===== config.mk =====
export PLATFORM = sky130hd
export DESIGN_NAME = escalonador_processos_flat
export DESIGN_NICKNAME = d
export VERILOG_FILES = /design/src/rtl/escalonador_processos_if.sv /design/src/rtl/escalonador_processos.sv /design/src/flat_wrapper.sv
export SDC_FILE = /design/constraint.sdc
export NUM_CORES = 1
export LEC_CHECK = 0
export ABC_CLOCK_PERIOD_IN_PS = 2320
export BUFFER_PORTS_ARGS = -buffer_cell sky130_fd_sc_hd__buf_4
export CAP_MARGIN = 10
export CORE_MARGIN = 5
export CORE_UTILIZATION = 40
export DETAILED_ROUTE_END_ITERATION = 10
export GPL_TIMING_DRIVEN = 0
export SYNTH_ARGS = -nofsm -noshare
export SYNTH_HDL_FRONTEND = slang
export SYNTH_SLANG_ARGS = --single-unit

===== constraint.sdc =====
create_clock -name clock -period 2.32 [get_ports clock]
set_input_delay 0.116 -clock clock [delete_from_list [all_inputs] [get_ports clock]]
set_output_delay 0.116 -clock clock [all_outputs]
set_load 0.02 [all_outputs]

===== src/rtl/escalonador_processos_if.sv =====
// Scheduler bus: switch/creation/termination requests in, next-PC load and status out.
interface escalonador_processos_if #(
  parameter int ID_W = 3,
  parameter int PC_W = 32
);
  logic            troca_contexto;
  logic [PC_W-1:0] pc_processo_trocado;
  logic            fim_processo;
  logic            cria_processo;
  logic [ID_W-1:0] id_novo;
  logic [PC_W-1:0] pc_inicial;
  logic [ID_W-1:0] processo_atual;
  logic [PC_W-1:0] pc_proximo;
  logic            carrega_pc;
  logic            ocupado;
  logic            nenhum_processo;

  modport master (
    output troca_contexto, pc_processo_trocado, fim_processo,
    output cria_processo, id_novo, pc_inicial,
    input  processo_atual, pc_proximo, carrega_pc, ocupado, nenhum_processo
  );

  modport slave (
    input  troca_contexto, pc_processo_trocado, fim_processo,
    input  cria_processo, id_novo, pc_inicial,
    output processo_atual, pc_proximo, carrega_pc, ocupado, nenhum_processo
  );
endinterface


===== src/rtl/escalonador_processos.sv =====
// Round-robin process scheduler: saves the interrupted PC, scans one slot per cycle
// for the next ready process and pulses carrega_pc with its PC (SO_PC if none ready).
module escalonador_processos #(
  parameter int              NUM_PROC = 8,
  parameter int              ID_W     = 3,
  parameter int              PC_W     = 32,
  parameter logic [PC_W-1:0] SO_PC    = '0
) (
  input logic                    clock,
  input logic                    reset,
  escalonador_processos_if.slave bus
);

  localparam logic [1:0] OCIOSO  = 2'd0;
  localparam logic [1:0] SALVA   = 2'd1;
  localparam logic [1:0] BUSCA   = 2'd2;
  localparam logic [1:0] CARREGA = 2'd3;

  localparam logic [ID_W:0] ULTIMO = (ID_W+1)'(NUM_PROC - 1);

  logic [1:0]          estado_q, estado_d;
  logic [ID_W-1:0]     atual_q, atual_d;
  logic [ID_W-1:0]     idx_q, idx_d;
  logic [ID_W:0]       cont_q, cont_d;
  logic [PC_W-1:0]     pc_prox_q, pc_prox_d;
  logic [PC_W-1:0]     hold_q, hold_d;
  logic                nenhum_q, nenhum_d;
  logic                troca_ant_q;
  logic                fim_pend_q, fim_pend_d;
  logic [PC_W-1:0]     tabela_q [NUM_PROC];
  logic [PC_W-1:0]     tabela_d [NUM_PROC];
  logic [NUM_PROC-1:0] pronto_q, pronto_d;

  logic pedido_troca;
  logic fim_ativo;

  assign pedido_troca = bus.troca_contexto & ~troca_ant_q;
  assign fim_ativo    = bus.fim_processo | fim_pend_q;

  always_comb begin
    estado_d   = estado_q;
    atual_d    = atual_q;
    idx_d      = idx_q;
    cont_d     = cont_q;
    pc_prox_d  = pc_prox_q;
    hold_d     = hold_q;
    nenhum_d   = nenhum_q;
    fim_pend_d = fim_pend_q;
    tabela_d   = tabela_q;
    pronto_d   = pronto_q;

    case (estado_q)
      OCIOSO: begin
        if (fim_ativo) begin
          pronto_d[atual_q] = 1'b0;
          fim_pend_d        = 1'b0;
          idx_d             = atual_q + 1'b1;
          cont_d            = '0;
          estado_d          = BUSCA;
        end else if (pedido_troca) begin
          hold_d   = bus.pc_processo_trocado;
          estado_d = SALVA;
        end
      end
      SALVA: begin
        tabela_d[atual_q] = hold_q;
        idx_d             = atual_q + 1'b1;
        cont_d            = '0;
        estado_d          = BUSCA;
      end
      BUSCA: begin
        // The running slot is the last one examined, so it is only re-picked when alone.
        if (pronto_q[idx_q]) begin
          atual_d   = idx_q;
          pc_prox_d = tabela_q[idx_q];
          nenhum_d  = 1'b0;
          estado_d  = CARREGA;
        end else if (cont_q == ULTIMO) begin
          pc_prox_d = SO_PC;
          nenhum_d  = 1'b1;
          estado_d  = CARREGA;
        end else begin
          idx_d  = idx_q + 1'b1;
          cont_d = cont_q + 1'b1;
        end
      end
      default: estado_d = OCIOSO;
    endcase

    // A termination that arrives mid-selection is remembered and served once idle.
    if (estado_q != OCIOSO && bus.fim_processo) begin
      fim_pend_d = 1'b1;
    end

    if (bus.cria_processo) begin
      tabela_d[bus.id_novo] = bus.pc_inicial;
      pronto_d[bus.id_novo] = 1'b1;
    end
  end

  always_ff @(posedge clock) begin
    if (reset) begin
      estado_q    <= OCIOSO;
      atual_q     <= '0;
      idx_q       <= '0;
      cont_q      <= '0;
      pc_prox_q   <= '0;
      hold_q      <= '0;
      nenhum_q    <= 1'b1;
      troca_ant_q <= 1'b0;
      fim_pend_q  <= 1'b0;
      pronto_q    <= '0;
      for (int i = 0; i < NUM_PROC; i++) begin
        tabela_q[i] <= '0;
      end
    end else begin
      estado_q    <= estado_d;
      atual_q     <= atual_d;
      idx_q       <= idx_d;
      cont_q      <= cont_d;
      pc_prox_q   <= pc_prox_d;
      hold_q      <= hold_d;
      nenhum_q    <= nenhum_d;
      troca_ant_q <= bus.troca_contexto;
      fim_pend_q  <= fim_pend_d;
      pronto_q    <= pronto_d;
      tabela_q    <= tabela_d;
    end
  end

  assign bus.processo_atual  = atual_q;
  assign bus.pc_proximo      = pc_prox_q;
  assign bus.carrega_pc      = (estado_q == CARREGA);
  assign bus.ocupado         = (estado_q != OCIOSO);
  assign bus.nenhum_processo = nenhum_q;

endmodule


===== src/flat_wrapper.sv =====
// flat-port wrapper written by rule: the top's interface ports become plain ports
module escalonador_processos_flat 
#(
  parameter int              NUM_PROC = 8,
  parameter int              ID_W     = 3,
  parameter int              PC_W     = 32,
  parameter logic [PC_W-1:0] SO_PC    = '0
)
  (clock, reset, bus_troca_contexto, bus_pc_processo_trocado, bus_fim_processo, bus_cria_processo, bus_id_novo, bus_pc_inicial, bus_processo_atual, bus_pc_proximo, bus_carrega_pc, bus_ocupado, bus_nenhum_processo);
  escalonador_processos_if #(.ID_W(ID_W), .PC_W(PC_W)) bus_i ();
  input logic clock;
  input logic reset;
  input wire logic [$bits(bus_i.troca_contexto)-1:0] bus_troca_contexto;
  input wire logic [$bits(bus_i.pc_processo_trocado)-1:0] bus_pc_processo_trocado;
  input wire logic [$bits(bus_i.fim_processo)-1:0] bus_fim_processo;
  input wire logic [$bits(bus_i.cria_processo)-1:0] bus_cria_processo;
  input wire logic [$bits(bus_i.id_novo)-1:0] bus_id_novo;
  input wire logic [$bits(bus_i.pc_inicial)-1:0] bus_pc_inicial;
  output wire logic [$bits(bus_i.processo_atual)-1:0] bus_processo_atual;
  output wire logic [$bits(bus_i.pc_proximo)-1:0] bus_pc_proximo;
  output wire logic [$bits(bus_i.carrega_pc)-1:0] bus_carrega_pc;
  output wire logic [$bits(bus_i.ocupado)-1:0] bus_ocupado;
  output wire logic [$bits(bus_i.nenhum_processo)-1:0] bus_nenhum_processo;
  assign bus_i.troca_contexto = bus_troca_contexto;
  assign bus_i.pc_processo_trocado = bus_pc_processo_trocado;
  assign bus_i.fim_processo = bus_fim_processo;
  assign bus_i.cria_processo = bus_cria_processo;
  assign bus_i.id_novo = bus_id_novo;
  assign bus_i.pc_inicial = bus_pc_inicial;
  assign bus_processo_atual = bus_i.processo_atual;
  assign bus_pc_proximo = bus_i.pc_proximo;
  assign bus_carrega_pc = bus_i.carrega_pc;
  assign bus_ocupado = bus_i.ocupado;
  assign bus_nenhum_processo = bus_i.nenhum_processo;
  escalonador_processos #(.NUM_PROC(NUM_PROC), .ID_W(ID_W), .PC_W(PC_W), .SO_PC(SO_PC)) u_core (.clock(clock), .reset(reset), .bus(bus_i));
endmodule

# --- After elaboration in Yosys (flattened, before gate mapping) ---
# Index checks and enable logic that the tools add are counted.
totals:
  reg_bits: 343
  inputBits: 72
  out_inout_bits: 38
  word_cells: 107
classes:
  addsub: 3
  magnitude_cmp: 10
  n_eq_ne: 9
  muxes: 40
  bitwise_logic: 10
  reduce_logical: 17
ops:
  columns: ["operator", "n"]
  rows:
  - ["bitwise mux 256 bit", 2]
  - ["two-way mux 256 bit", 2]
  - ["demux 32 bit (select 3 bit)", 2]
  - ["two-way mux 32 bit", 6]
  - ["binary-select mux 32 bit (select 3 bit)", 1]
  - ["two-way mux 8 bit", 3]
  - ["greater-or-equal comparator 4 bit, second input constant", 3]
  - ["less-than comparator 3 x 4 -> 1 bit, second input constant", 3]
  - ["two-way mux 4 bit", 3]
  - ["NOT 3 -> 4 bit", 3]
  - ["one-hot mux 4 bit (3 select lines)", 1]
  - ["two-way mux 3 bit", 3]
  - ["one-hot mux 3 bit (3 select lines)", 1]
  - ["bitwise AND 8 bit", 1]
  - ["less-than comparator 4 x 1 -> 1 bit, second input constant", 2]
  - ["two-way mux 1 bit", 8]
  - ["two-way mux 2 bit", 4]
  - ["NOT 8 bit", 1]
  - ["OR 8 bit", 1]
  - ["AND reduction 2 bit", 4]
  - ["nonzero test 2 bit", 4]
  - ["adder 3 x 1 -> 3 bit, second input constant", 2]
  - ["demux 1 bit (select 3 bit)", 2]
  - ["greater-or-equal comparator 3 x 1 -> 1 bit, second input constant", 2]
  - ["17 further kinds", 25]

# --- Depth between registers and ports, before layout ---
logic_depth:
  word_depth: 10
  ltp_mapped: 8
  depth_no_buf: 7

# --- Least setup slack after synthesis ---
# OpenSTA, ideal clock, no wires.
synth_path:
  path_kind: "register to register"
  from: "register u_core.estado_q[0]"
  to: "register u_core.idx_q[2]"
  setup_ps: 121
  arrival_ps: 1956
  required_time_ps: 2199
  path_slack_ps: 243
  stages_incl_launch_ff: 9
  path_buffers: 1
  synth_period_minus_slack_ps: 2077
  path_cell_list: "dfxtp_1 -> inv_1 -> ha_1 -> clkbuf_1 -> mux2_2 -> ha_1 -> xor2_1 -> nor2_1 -> mux2_2"
synth_via:
  elab_chain_cells: 3
  elab_cells_between_ends: 9
  classes_between: "eq/ne (5); mux (1); reduce/logical (3)"
synth_lines:
  columns: ["item", "line_no", "text"]
  rows:
  - ["start, declared", "escalonador_processos.sv:21", "logic [1:0] estado_q, estado_d;"]
  - ["start signal, assigned", "escalonador_processos.sv:117", "estado_q <= estado_d;"]
  - ["== test 2 bit, or another cell as far along", "escalonador_processos.sv:52", "case (estado_q)"]
  - ["!= test 2 bit (no source line), or another cell as far along", null, null]
  - ["AND reduction 4 bit (no source line)", null, null]
  - ["end signal, assigned", "escalonador_processos.sv:119", "idx_q <= idx_d;"]
  - ["end, declared", "escalonador_processos.sv:23", "logic [ID_W-1:0] idx_q, idx_d;"]
# Several ways; a longest one is shown, not always the timed one.
# A chain may end at the register's enable or synchronous reset.

# --- Worst setup path in the final report ---
layout_path:
  from: "register u_core.estado_q[1]"
  to: "register u_core.tabela_q[81] (netlist bit)"
layout_via:
  elab_chain_cells: 4
layout_lines:
  columns: ["item", "line_no", "text"]
  rows:
  - ["== test 2 x 1 -> 1 bit (*)", "escalonador_processos.sv:52", null]
  - ["two-way mux 256 bit (*)", "escalonador_processos.sv:52", null]
  - ["bitwise mux 256 bit", "escalonador_processos.sv:96", "tabela_d[bus.id_novo] = bus.pc_inicial;"]
  - ["two-way mux 256 bit (*)", "escalonador_processos.sv:95", "if (bus.cria_processo) begin"]
  - ["end signal, assigned", "escalonador_processos.sv:127", "tabela_q <= tabela_d;"]
  - ["end, declared", "escalonador_processos.sv:30", "logic [PC_W-1:0] tabela_q [NUM_PROC];"]
# Mark *: on every way between the ends. The rest lies on a longest branch, timed or not.

==> run_results.csv <==
group,metric,value,unit
outcome,outcome,"finished clean",
route,viasPerCell,5.89,
power_and_ir_drop,peakVddDrop,465,µV
global_route,antenna_found_initial,3,
timing,fin_ws,47.1,ps
die,io-pin-count,110,
setup_path,path_class,"register to register",
power_and_ir_drop,p_per_area,790,mW/mm²
finish,fin_area,0.0197,mm²
global_route,grt_usage,25.2,%
finish,finalNonFillerCells,2433,
route,first_iter_violations,1245,
timing,setup_viol,0,
clocking,cts_htree_levels,2,
finish,most-common-layout-cells,"dfxtp_1 (343), mux2i_1 (287), nor2_1 (267), a211oi_1 (258), clkbuf_1 (138)",
timing,worstMarginPinSlew,934,ps
placed_design,placed_area,0.0179,mm²
setup_path,required,2760,ps
synthesis,ys.flop_type,"dfxtp_1",
setup_path,crit-reg2reg-capture,"u_core.tabela_q[81]",
clocking,cts_root_buf,"clkbuf_16",
setup_path,cp_max_fo,10,
synthesis,netlist_instances,1710,
timing,clock_skew,10.1,ps
synthesis,ys_seq_elements,343,
clocking,insertion_delay,540,ps
synthesis,async_flop_share,0,%
global_route,overflow,0,
timing,finalCritPeriodShare,98.0,%
clocking,cts_tree,"built",
die,core-area,0.0410,mm²
synthesis,avgSynthCellArea,9.74,µm²
finish,final_nets,1949,
global_route,grt_pass1_vias,14400,
placed_design,dpl.cell_count,2318,
clocking,cts_buffers,38,
synthesis,synth_edf_count,0,
clocking,cts.sink_count,343,
synthesis,yosysSeqAreaShare,41.2,%
route,wl,60300,µm
timing,maxSlewHeadroom,37.8,%
placed_design,pre_cts_slack,-460,ps
setup_path,arrival,2710,ps
route,vias,14300,
run,maxCapViolations,0,
global_route,grt_max_degree,13,
setup_path,worstSetupStartpoint,"u_core.estado_q[1]",
die,die_h,214,µm
synthesis,synth_area_leaders,"dfxtp_1 (41%), mux2i_1 (17%), a211oi_1 (12%)",
setup_path,reg2reg_depth,8,
timing,slew_viol_final,0,
timing,fmax,0.440,GHz
setup_path,r2r-start,"u_core.estado_q[1]",
route,avgRoutedWirePerCell,24.8,µm
setup_path,cp-start-kind,"register",
placed_design,hpwl,40100,µm
finish,fillers,3806,
synthesis,synth_cell_type_count,46,
die,dieArea,0.0458,mm²
timing,finalHoldViolCount,0,
setup_path,r2r_setup_slack,50,ps
setup_path,crit_end,"u_core.tabela_q[81]",
clocking,clk_pin_slew,60,ps
route,ant_nets,0,
placed_design,port_buffers,76,
timing,fin_crit,2270,ps
power_and_ir_drop,p_leak,7.55,nW
route,drc,0,
synthesis,ys.warnings.count,0,
die,start_util,40.6,%
synthesis,syn_area,0.0167,mm²
finish,drive_gt1_share,15.3,%
placed_design,gp_congestion,0.923,
setup_path,end_kind,"register",
finish,final_common_cell,"dfxtp_1",
clocking,clock_path_buffers,3,
timing,rsz0062_at_grt,"yes",
die,rows,74,
synthesis,syn-num-nets,1788,
die,die_w,214,µm
hold_path,hp-class,"primary input to register",
finish,area_growth,18.2,%
synthesis,synth_top_cell_area_share,41.2,%
global_route,grt_pass1_wl,90500,µm
synthesis,yosysTopAreaCell,"dfxtp_1",
route,first_pass_iters,7,
Yosys cell counts (all sizes together), types with 2 or more instances:
master,number
a211oi,258
a21o,3
a21oi,55
a31oi,2
and2,3
buf,81
clkbuf,140
dfxtp,343
ha,6
inv,6
mux2,11
mux2i,287
mux4,64
nand2,83
nand2b,7
nand3,15
nand4,2
nor2,269
nor2b,7
nor3,6
o21ai,14
o2bb2ai,25
o31ai,2
o32ai,2
or2,4
or3,3
metal layers:
| metal | wire length, µm | share of wire, % | global-route usage (%) | vias to the layer above |
|---|---|---|---|---|
| met5 | 25 | 0.041 | 0 | - |
| met4 | 2290 | 3.8 | 9.13 | 4 |
| met3 | 4770 | 7.9 | 4.39 | 156 |
| met2 | 28100 | 47 | 40.7 | 675 |
| met1 | 25100 | 42 | 34.0 | 7003 |
| li1 | - | - | - | 6500 |
worst min-delay path by stage:
stage	startpoint	to	slack (ps)	cells past startpoint
2_1_floorplan	bus_troca_contexto	u_core.troca_ant_q	240	1
3_3_place_gp	bus_troca_contexto	u_core.troca_ant_q	340	2
3_5_place_dp	bus_troca_contexto	u_core.troca_ant_q	340	2
4_1_cts	bus_pc_inicial[20]	u_core.tabela_q[148]	1	3
5_1_grt	bus_pc_inicial[15]	u_core.tabela_q[175]	40	3
6_report	bus_pc_inicial[11]	u_core.tabela_q[43]	10	3
worst max-delay path: stages (launching register included):
cell      delay [ps]
dfxtp_1          430
inv_1             90
ha_1             250
nand2b_1         200
or2_2            150
buf_2            210
buf_2            440
mux2i_1          130
a211oi_1         280
area by class of cell:
cell class	count	area (µm²)	area share, %
repair buffers	122	1040	5.27
flip-flops and latches	343	6870	34.9
clock inverters	7	60.1	0.305
well taps	532	666	3.38
diodes	1	2.50	0.0127
inverters	6	22.5	0.114
multi-input cells	1140	8840	44.9
plain buffers	220	978	4.97
clock buffers	62	1200	6.12
repair_timing:
item | in CTS | in global routing
setup buffers | 0 | 3
pin swaps | 0 | 1
setup endpoints to repair | 49 | 87
hold buffers | 43 | 0
hold endpoints to repair | 78 | 0
resized for setup | 14 | 16
logic make-up after synthesis:
family | synth area share (%)
and+or+nand+nor | 9.83
DFF | 41.2
buffers and inverters | 5.79
AOI/OAI and AO/OA | 16.0
xor gates and xnor gates | 0.0526
muxes | 26.7
adders and majority gates | 0.451
stage by stage:
step	hold slack [ps]	power [mW]	TNS, ps	utilization (%)
after floorplan	244	8.41	0	-
after global placement	336	9.28	-8830	43.6
after detailed placement	340	9.34	-10390	43.6
after CTS	1.04	15.5	0	47.8
after global routing	36.0	16.0	-157	48.0
final	13.6	15.5	0	48.0
where the power goes:
part           leakage (nW)  total (mW)  switching [mW]  internal [mW]
logic                  4.14        3.04            1.85           1.19
clock network         0.628        6.20            2.54           3.66
registers              2.79        6.30           0.137           6.16
total                  7.55        15.5            4.52           11.0
registers in the layout (all words and copies together), names as in the netlist, 2 cells and up:
name	flops
u_core.tabela_q	256
u_core.bus.pc_proximo	32
u_core.hold_q	32
u_core.pronto_q	8
u_core.cont_q	4
u_core.bus.processo_atual	3
u_core.idx_q	3
u_core.estado_q	2
No activity file was read; power rests on OpenSTA's default activity.
